`config.mk`:
```
export PLATFORM = sky130hd
export DESIGN_NAME = uart_tx_fifo
export DESIGN_NICKNAME = d
export VERILOG_FILES = /design/src/rtl/uart_tx_fifo.sv
export SDC_FILE = /design/constraint.sdc
export NUM_CORES = 1
export LEC_CHECK = 0
export ABC_AREA = 1
export CAP_MARGIN = 20
export CORE_MARGIN = 2
export CORE_UTILIZATION = 32
export CTS_CLUSTER_SIZE = 12
export DETAILED_ROUTE_END_ITERATION = 10
export GPL_ROUTABILITY_DRIVEN = 0
export PLACE_DENSITY = 0.47
export SETUP_SLACK_MARGIN = 0.15
export SYNTH_ARGS = -nofsm -noshare
export SYNTH_HDL_FRONTEND = slang
export SYNTH_SLANG_ARGS = --single-unit
```
`constraint.sdc`:
```
create_clock -name clk -period 3.45 [get_ports clk]
set_clock_uncertainty 0.15 [all_clocks]
set_input_delay 0.69 -clock clk [delete_from_list [all_inputs] [get_ports clk]]
set_output_delay 0.69 -clock clk [all_outputs]
set_load 0.03 [all_outputs]
```
`src/rtl/uart_tx_fifo.sv`:
```
// UART transmitter with an input FIFO, built-in baud prescaler and per-frame
// latched format (parity on/off, even/odd, one or two stop bits).
module uart_tx_fifo #(
  parameter int unsigned DATA_WIDTH     = 8,
  parameter int unsigned FIFO_DEPTH     = 4,
  parameter int unsigned PRESCALE_WIDTH = 16
) (
  input  logic                            clk,
  input  logic                            rst,
  input  logic [DATA_WIDTH-1:0]           P_data,
  input  logic                            Data_valid,
  output logic                            Data_ready,
  input  logic                            PAR_EN,
  input  logic                            PAR_TYP,
  input  logic                            STOP2,
  input  logic [PRESCALE_WIDTH-1:0]       Prescale,
  output logic                            Tx_out,
  output logic                            Busy,
  output logic                            Frame_done,
  output logic [$clog2(FIFO_DEPTH):0]     Fifo_count
);

  localparam int unsigned PTR_W = $clog2(FIFO_DEPTH);
  localparam int unsigned CNT_W = PTR_W + 1;
  localparam int unsigned IDX_W = $clog2(DATA_WIDTH);
  localparam int unsigned TMR_W = PRESCALE_WIDTH + 1;

  typedef enum logic [2:0] {IDLE, START, DATA, PARITY, STOP} state_t;

  state_t                    state_q, state_d;
  logic [TMR_W-1:0]          tmr_q, tmr_d;
  logic [IDX_W-1:0]          idx_q, idx_d;
  logic [DATA_WIDTH-1:0]     shreg_q, shreg_d;
  logic                      par_q, par_d;
  logic                      par_en_q, par_en_d;
  logic                      stop2_q, stop2_d;
  logic [PRESCALE_WIDTH-1:0] baud_q, baud_d;
  logic                      tx_q, tx_d;
  logic                      busy_q, busy_d;
  logic                      done_q, done_d;
  logic [CNT_W-1:0]          count_q, count_d;
  logic                      ready_q, ready_d;
  logic [PTR_W-1:0]          wr_ptr_q, wr_ptr_d;
  logic [PTR_W-1:0]          rd_ptr_q, rd_ptr_d;

  logic [DATA_WIDTH-1:0]     mem [FIFO_DEPTH];
  logic [DATA_WIDTH-1:0]     head;
  logic                      push;
  logic                      pop;
  logic                      launch;
  logic                      tmr_zero;
  logic [TMR_W-1:0]          bit_reload;
  logic [TMR_W-1:0]          stop_reload;
  logic [PRESCALE_WIDTH-1:0] baud_in;

  assign Data_ready = ready_q;
  assign Tx_out     = tx_q;
  assign Busy       = busy_q;
  assign Frame_done = done_q;
  assign Fifo_count = count_q;

  // FIFO storage; no reset needed since count/pointers gate every read
  always_ff @(posedge clk) begin
    if (push) mem[wr_ptr_q] <= P_data;
  end

  always_ff @(posedge clk or posedge rst) begin
    if (rst) begin
      state_q  <= IDLE;
      tmr_q    <= '0;
      idx_q    <= '0;
      shreg_q  <= '0;
      par_q    <= 1'b0;
      par_en_q <= 1'b0;
      stop2_q  <= 1'b0;
      baud_q   <= PRESCALE_WIDTH'(1);
      tx_q     <= 1'b1;
      busy_q   <= 1'b0;
      done_q   <= 1'b0;
      count_q  <= '0;
      ready_q  <= 1'b1;
      wr_ptr_q <= '0;
      rd_ptr_q <= '0;
    end else begin
      state_q  <= state_d;
      tmr_q    <= tmr_d;
      idx_q    <= idx_d;
      shreg_q  <= shreg_d;
      par_q    <= par_d;
      par_en_q <= par_en_d;
      stop2_q  <= stop2_d;
      baud_q   <= baud_d;
      tx_q     <= tx_d;
      busy_q   <= busy_d;
      done_q   <= done_d;
      count_q  <= count_d;
      ready_q  <= ready_d;
      wr_ptr_q <= wr_ptr_d;
      rd_ptr_q <= rd_ptr_d;
    end
  end

  always_comb begin
    state_d     = state_q;
    tmr_d       = tmr_q;
    idx_d       = idx_q;
    shreg_d     = shreg_q;
    par_d       = par_q;
    par_en_d    = par_en_q;
    stop2_d     = stop2_q;
    baud_d      = baud_q;
    pop         = 1'b0;
    launch      = 1'b0;
    head        = mem[rd_ptr_q];
    push        = Data_valid && ready_q;
    tmr_zero    = (tmr_q == '0);
    baud_in     = (Prescale == '0) ? PRESCALE_WIDTH'(1) : Prescale;
    bit_reload  = TMR_W'(baud_q) - TMR_W'(1);
    stop_reload = stop2_q ? ({baud_q, 1'b0} - TMR_W'(1)) : bit_reload;

    case (state_q)
      START: begin
        if (tmr_zero) begin
          state_d = DATA;
          tmr_d   = bit_reload;
        end else begin
          tmr_d = tmr_q - TMR_W'(1);
        end
      end
      DATA: begin
        if (tmr_zero) begin
          if (idx_q == IDX_W'(DATA_WIDTH - 1)) begin
            idx_d = '0;
            if (par_en_q) begin
              state_d = PARITY;
              tmr_d   = bit_reload;
            end else begin
              state_d = STOP;
              tmr_d   = stop_reload;
            end
          end else begin
            idx_d   = idx_q + IDX_W'(1);
            shreg_d = shreg_q >> 1;
            tmr_d   = bit_reload;
          end
        end else begin
          tmr_d = tmr_q - TMR_W'(1);
        end
      end
      PARITY: begin
        if (tmr_zero) begin
          state_d = STOP;
          tmr_d   = stop_reload;
        end else begin
          tmr_d = tmr_q - TMR_W'(1);
        end
      end
      STOP: begin
        if (tmr_zero) state_d = IDLE;
        else          tmr_d   = tmr_q - TMR_W'(1);
      end
      default: ;
    endcase

    // Pop from IDLE or on the last stop cycle; re-latches the frame format
    launch = (count_q != '0) && ((state_q == IDLE) || ((state_q == STOP) && tmr_zero));
    if (launch) begin
      pop      = 1'b1;
      state_d  = START;
      shreg_d  = head;
      par_d    = (^head) ^ PAR_TYP;
      par_en_d = PAR_EN;
      stop2_d  = STOP2;
      baud_d   = baud_in;
      tmr_d    = TMR_W'(baud_in) - TMR_W'(1);
      idx_d    = '0;
    end

    wr_ptr_d = wr_ptr_q + PTR_W'(push);
    rd_ptr_d = rd_ptr_q + PTR_W'(pop);
    count_d  = count_q + CNT_W'(push) - CNT_W'(pop);
    ready_d  = (count_d != CNT_W'(FIFO_DEPTH));

    // Outputs are registered from the next state so Tx_out never glitches
    case (state_d)
      START:   tx_d = 1'b0;
      DATA:    tx_d = shreg_d[0];
      PARITY:  tx_d = par_d;
      default: tx_d = 1'b1;
    endcase
    busy_d = (state_d != IDLE);
    done_d = (state_d == STOP) && (tmr_d == '0);
  end

endmodule

```
* After elaboration in Yosys (flattened, before gate mapping)
Memory sizes are Yosys's and may differ from the RTL's.
Cells that the tools add are included.
Widths: inputs -> output; s select.
** Storage, ports and cells
- Register bits :: 61
- Memory bits (writable) :: 32
- Output and inout port bits :: 7
- Word-level logic and storage cells :: 85
- Memories kept :: 1
** Memories
- mem :: words 4, bits a word 8, rd ports 1, clocked after Yosys merged registers in 0, wr ports 1, line 46 : logic [DATA_WIDTH-1:0] mem [FIFO_DEPTH];
** Operators by class
- Add/subtract/negate cells :: 9
- Eq/ne operators :: 11
- Muxes and demuxes :: 31
- Bitwise operators :: 1
- Reductions and logical operators :: 16
** Operators by type and width (count)
- $mux 17 :: 8
- $pmux 17 s4 :: 1
- $logic_not 17->1 :: 2
- $sub 16x1->17 const B :: 2
- $sub 17x1->17 const B :: 2
- $mux 3 :: 11
- $mux 8 :: 4
- $logic_not 16->1 :: 1
- $mux 16 :: 1
- $eq 3x2->1 const B :: 4
- $pmux 3 s4 :: 1
- $eq 3x3->1 const B :: 3
- $reduce_xor 8->1 :: 1
- $eq 3x1->1 const B :: 2
- $reduce_bool 3->1 :: 2
- $add 2x1->2 :: 2
- $logic_and 1x1->1 :: 4
- $mux 1 :: 4
- $reduce_bool 2->1 :: 2
- $add 3x1->3 :: 1
- $add 3x1->3 const B :: 1
- $logic_not 3->1 :: 1
- $ne 3x3->1 const B :: 1
- $pmux 1 s3 :: 1
- other kinds (6) :: 6

* Depth between registers and ports, before layout
- Word-level depth :: 9
- Depth in mapped cells :: 19
- Depth with buffers taken out :: 18

* Worst setup path after synthesis
OpenSTA, ideal clock, no wires.
- Path kind :: register to register
- Start :: reg tmr_q[0]
- End :: reg count_q[2], in the netlist Fifo_count[2]
- Setup time :: 0.123 ns
- Arrival time :: 2.660 ns
- Required time :: 3.177 ns
- Setup slack :: 0.517 ns
- Stages on the path, launching flop included :: 19
- Path buffers :: 2
- Clock period less this slack :: 2.933 ns
- Cells stage by stage :: dfrtp_1 -> inv_1 -> ha_1 -> nand3_1 -> nor2_1 -> nand2_1 -> nand2_1 -> nand2_2 -> clkinv_2 -> buf_4 -> buf_2 -> ha_1 -> inv_1 -> ha_1 -> inv_1 -> fa_1 -> xnor2_1 -> xor2_1 -> inv_1
** Between the ends
- Longest elaborated chain between the ends :: 6
** RTL lines
- start: declaration :: line 31 : logic [TMR_W-1:0] tmr_q, tmr_d;
- start signal: assignment :: line 86 : tmr_q <= tmr_d;
- $logic_not 17->1 :: line 116 : tmr_zero = (tmr_q == '0);
- $logic_and 1x1->1 :: line 166 : launch = (count_q != '0) && ((state_q == IDLE) || ((state_q == STOP) && tmr_zero));
- $logic_or 1x1->1 :: line 166
- $logic_and 1x1->1 :: line 166
- via launch :: line 50 : logic launch;
- $mux 1 :: line 167 : if (launch) begin
- $sub 3x1->3 :: line 181 : count_d = count_q + CNT_W'(push) - CNT_W'(pop);
- via count_d[2] :: line 41 : logic [CNT_W-1:0] count_q, count_d;
- end signal: assignment :: line 96 : count_q <= count_d;
- end: declaration :: line 41
The timed path passes the listed nets, and every way through them passes these cells.
A chain may end at the register's enable or synchronous reset.

* Worst setup path in the final report
- Start :: in Prescale[10]
- End :: reg done_q, in the netlist Frame_done
** Between the ends
- Longest elaborated chain between the ends :: 6
** RTL lines
- start: declaration :: line 16 : input logic [PRESCALE_WIDTH-1:0] Prescale,
- $logic_not 16->1 :: line 117 : baud_in = (Prescale == '0) ? PRESCALE_WIDTH'(1) : Prescale;
- $mux 16 (*) :: line 117
- $sub 16x1->17 (*) :: line 175 : tmr_d = TMR_W'(baud_in) - TMR_W'(1);
- $mux 17 (*) :: line 167
- $logic_not 17->1 (*) :: line 192 : done_d = (state_d == STOP) && (tmr_d == '0);
- $logic_and 1x1->1 (*) :: line 192
- via done_d :: line 40 : logic done_q, done_d;
- end signal: assignment :: line 95 : done_q <= done_d;
- end: declaration :: line 40
Mark *: on every way through the listed nets, which the timed path passes. The rest lies on a longest branch.

==> run_results.csv <==
group,metric,value,unit
worst_setup_path,critPathLaunchType,"input pin",
worst_setup_path,crit_path_end_kind,"register",
worst_setup_path,slowest_delay,430,ps
clocking,ctsHoldBuffers,0,
global_route,grt_overflow,0,
floorplan,rows,50,
clocking,clock_latency,360,ps
final_layout,final_common_cell,"nand2_1",
synth,synth_warnings,0,
sta,period_share,86.4,%
placed_design,place_ws,-27.5,ps
placed_design,placed_cell_area,7020,µm²
sta,whs,372,ps
clocking,cts_buffers,9,
clocking,cts_root_buffer,"clkbuf_16",
worst_setup_path,slowest_stage,"clkdlybuf4s50_1",
detailed_routing,via_per_inst,4.75,
sta,rsz0062_at_grt,"no",
floorplan,io_pins,37,
synth,syn_nets,907,
synth,avgSynthCellArea,7.13,µm²
floorplan,die_y,143,µm
floorplan,fp.coreArea,18800,µm²
placed_design,place_hpwl,13.9,mm
global_route,grt_pass1_vias,5723,
final_layout,final_nets,971,
sta,setup_tns,0,ps
detailed_routing,wl_per_cell,15.3,µm
clocking,clock-sinks,93,
worst_setup_path,path_class,"in -> reg",
synth,synth_flop_cell,"dfrtp_1",
clocking,post-cts-setup-buffer-count,0,
worst_hold_path,hp-class,"reg -> reg",
final_layout,design_area,7330,µm²
clocking,cts_tree,"done",
worst_setup_path,required,3590,ps
synth,synth_area,6170,µm²
worst_hold_path,worstHoldPathCells,1,
detailed_routing,routed_wl,18.3,mm
floorplan,fp.dieW,143,µm
pwr,leakage,3.39,nW
run,max_cap_viol_count,0,
detailed_routing,vias,5682,
clocking,cts.path.max_buffers,2,
sta,drv_slew,0,
worst_setup_path,crit_fanout,4,
clocking,cts.htree.levels,3,
sta,setup_viol,0,
floorplan,die_area,20400,µm²
synth,ys_ff_latch,93,
sta,finalWorstSetupSlack,469,ps
global_route,grtUsageTotal,19.2,%
detailed_routing,drt_pre_antenna_iters,5,
sta,max_freq,335,MHz
synth,synthArstFlopShare,65.6,%
global_route,antenna_found_initial,0,
detailed_routing,drcViolationCount,0,
worst_setup_path,cp_data_arrival_time,3120,ps
sta,tightest_slew,595,ps
placed_design,io_buffers,36,
detailed_routing,drtAntennaViolNets,0,
synth,synth-edff-count,32,
sta,min_period,2980,ps
global_route,grt_pass1_wl,29.8,mm
pwr,p_per_area,810,nW/µm²
floorplan,start_util,32.8,%
status,status,"finished, final reports clean",
final_layout,num_antenna_cells,0,
synth,netlist_instances,866,
worst_setup_path,crit_start,"Prescale[10]",
sta,relSlewSlack,60.3,%
synth,netlist-cell-type-count,46,
final_layout,layout_common_cells,"nand2_1 (266), inv_1 (106), nor2_1 (94)",
detailed_routing,drt_iter0_drc,270,
sta,hold_viol_final,0,
final_layout,drive_gt1_share,10.7,%
worst_setup_path,crit_chain,"clkdlybuf4s50_1 > nor2_1 > nand2_1 > nor2_2 > nand3_1 > nand2_1 > inv_1 > ha_1 > nand3_1 > inv_1 > nand2_2 > nor2_2 > nand2_1 > nor3_2 > o21ai_0 > a21oi_1 > a21oi_1 > nand3_1 > nor2_1",
global_route,grt_max_degree,48,
worst_hold_path,worstHoldStart,"wr_ptr_q[1]$_DFF_PP0_",
synth,yosysSeqAreaShare,40.4,%
worst_setup_path,r2r_cells,16,
final_layout,area_growth_syn_to_layout,18.8,%
pwr,ir_drop,0.000396,V
worst_setup_path,r2r-start,"tmr_q[1]$_DFF_PP0_",
clocking,clkSlewWorstSetupHoldPaths,70,ps
-- path summary, 6_finish.rpt --
path | endpoint | slack, ps
worst min-delay path | wr_ptr_q[1]$_DFF_PP0_ | 370
worst max register to register | Frame_done$_DFF_PP0_ | 600
worst max-delay path | Frame_done$_DFF_PP0_ | 470
min in group asynchronous | Busy$_DFF_PP0_ | 530
max in group asynchronous | baud_q[0]$_DFFE_PP1P_ | 1940
worst min register to register | wr_ptr_q[1]$_DFF_PP0_ | 370
-- stage by stage --
| stage | instances | total power (W) | util (%) |
|---|---|---|---|
| final | 1195 | 0.00594 | 38.9 |
| after global routing | 1195 | 0.00651 | 38.9 |
| after CTS | 1195 | 0.00601 | 38.9 |
| after detailed placement | 1179 | 0.00494 | 37.3 |
| after global placement | 1179 | 0.00495 | 37.3 |
| after floorplan | 866 | 0.00407 | - |
-- kinds of logic (layout without fill, tap and decap cells) --
group	count (synthesis)	after routing	synth area share (%)
xor+xnor	21	21	2.98
fa+ha+maj	11	11	2.35
flops	93	93	40.4
compound gates	111	111	10.1
simple gates	491	491	34.7
buf+inv	139	208	9.49
-- Yosys cell counts (6+ instances only) --
library cell	instances	area share, %
inv_2	6	0.36
o21ai_0	51	4.1
buf_2	10	0.81
xor2_1	16	2.3
dfrtp_1	58	24
nand4_1	8	0.81
edfxtp_1	32	16
nor2_4	9	1.6
nand3_1	80	6.5
inv_1	107	6.5
a21oi_1	38	3.1
nor2_1	96	5.8
nor3_1	8	0.65
nand2_1	267	16
ha_1	10	2.0
-- per-layer routing --
layer / GRT usage [%] / share of wire, %
met1: 24.5 / 47
met2: 32.5 / 47
met3: 3.05 / 3.3
met4: 7.45 / 3.1
met5: 0 / 0
-- worst max-delay path, delay by kind of cell --
| kind | cells | cell delay (ps) |
|---|---|---|
| buffers and inverters | 3 | 600 |
| AO/OA/AOI/OAI | 3 | 340 |
| adder cells (fa/ha/maj) | 1 | 220 |
| AND/OR/NAND/NOR | 12 | 1270 |
-- where the power goes --
part	switching [W]	internal, W	total (W)
Combinational	0.00187	0.00104	0.00291
Sequential	0.000440	0.00155	0.00199
Clock	0.000522	0.000522	0.00104
Total	0.00283	0.00311	0.00594
-- what timing repair did --
item                       in CTS  in global routing
hold endpoints to repair        0                  0
resized for setup               0                  4
setup endpoints to repair       0                  1
-- layout make-up --
cell class                 count  area (µm²)
multi-input combinational    634        3110
fill                        2021       11500
timing repair buffer          74         658
tap                          260         325
sequential                    93        2490
clock buffer                   9         225
inverter                     118         445
clock inverter                 7        78.8
-- registers in the layout, indices dropped and copies added, names as in the netlist, 2 cells and up --
signal	flops
rd_ptr_q	2
baud_q	16
shreg_q	8
tmr_q	17
idx_q	3
mem	32
wr_ptr_q	2
state_q	3
Fifo_count	3
Power figures use the tool's default switching activity.
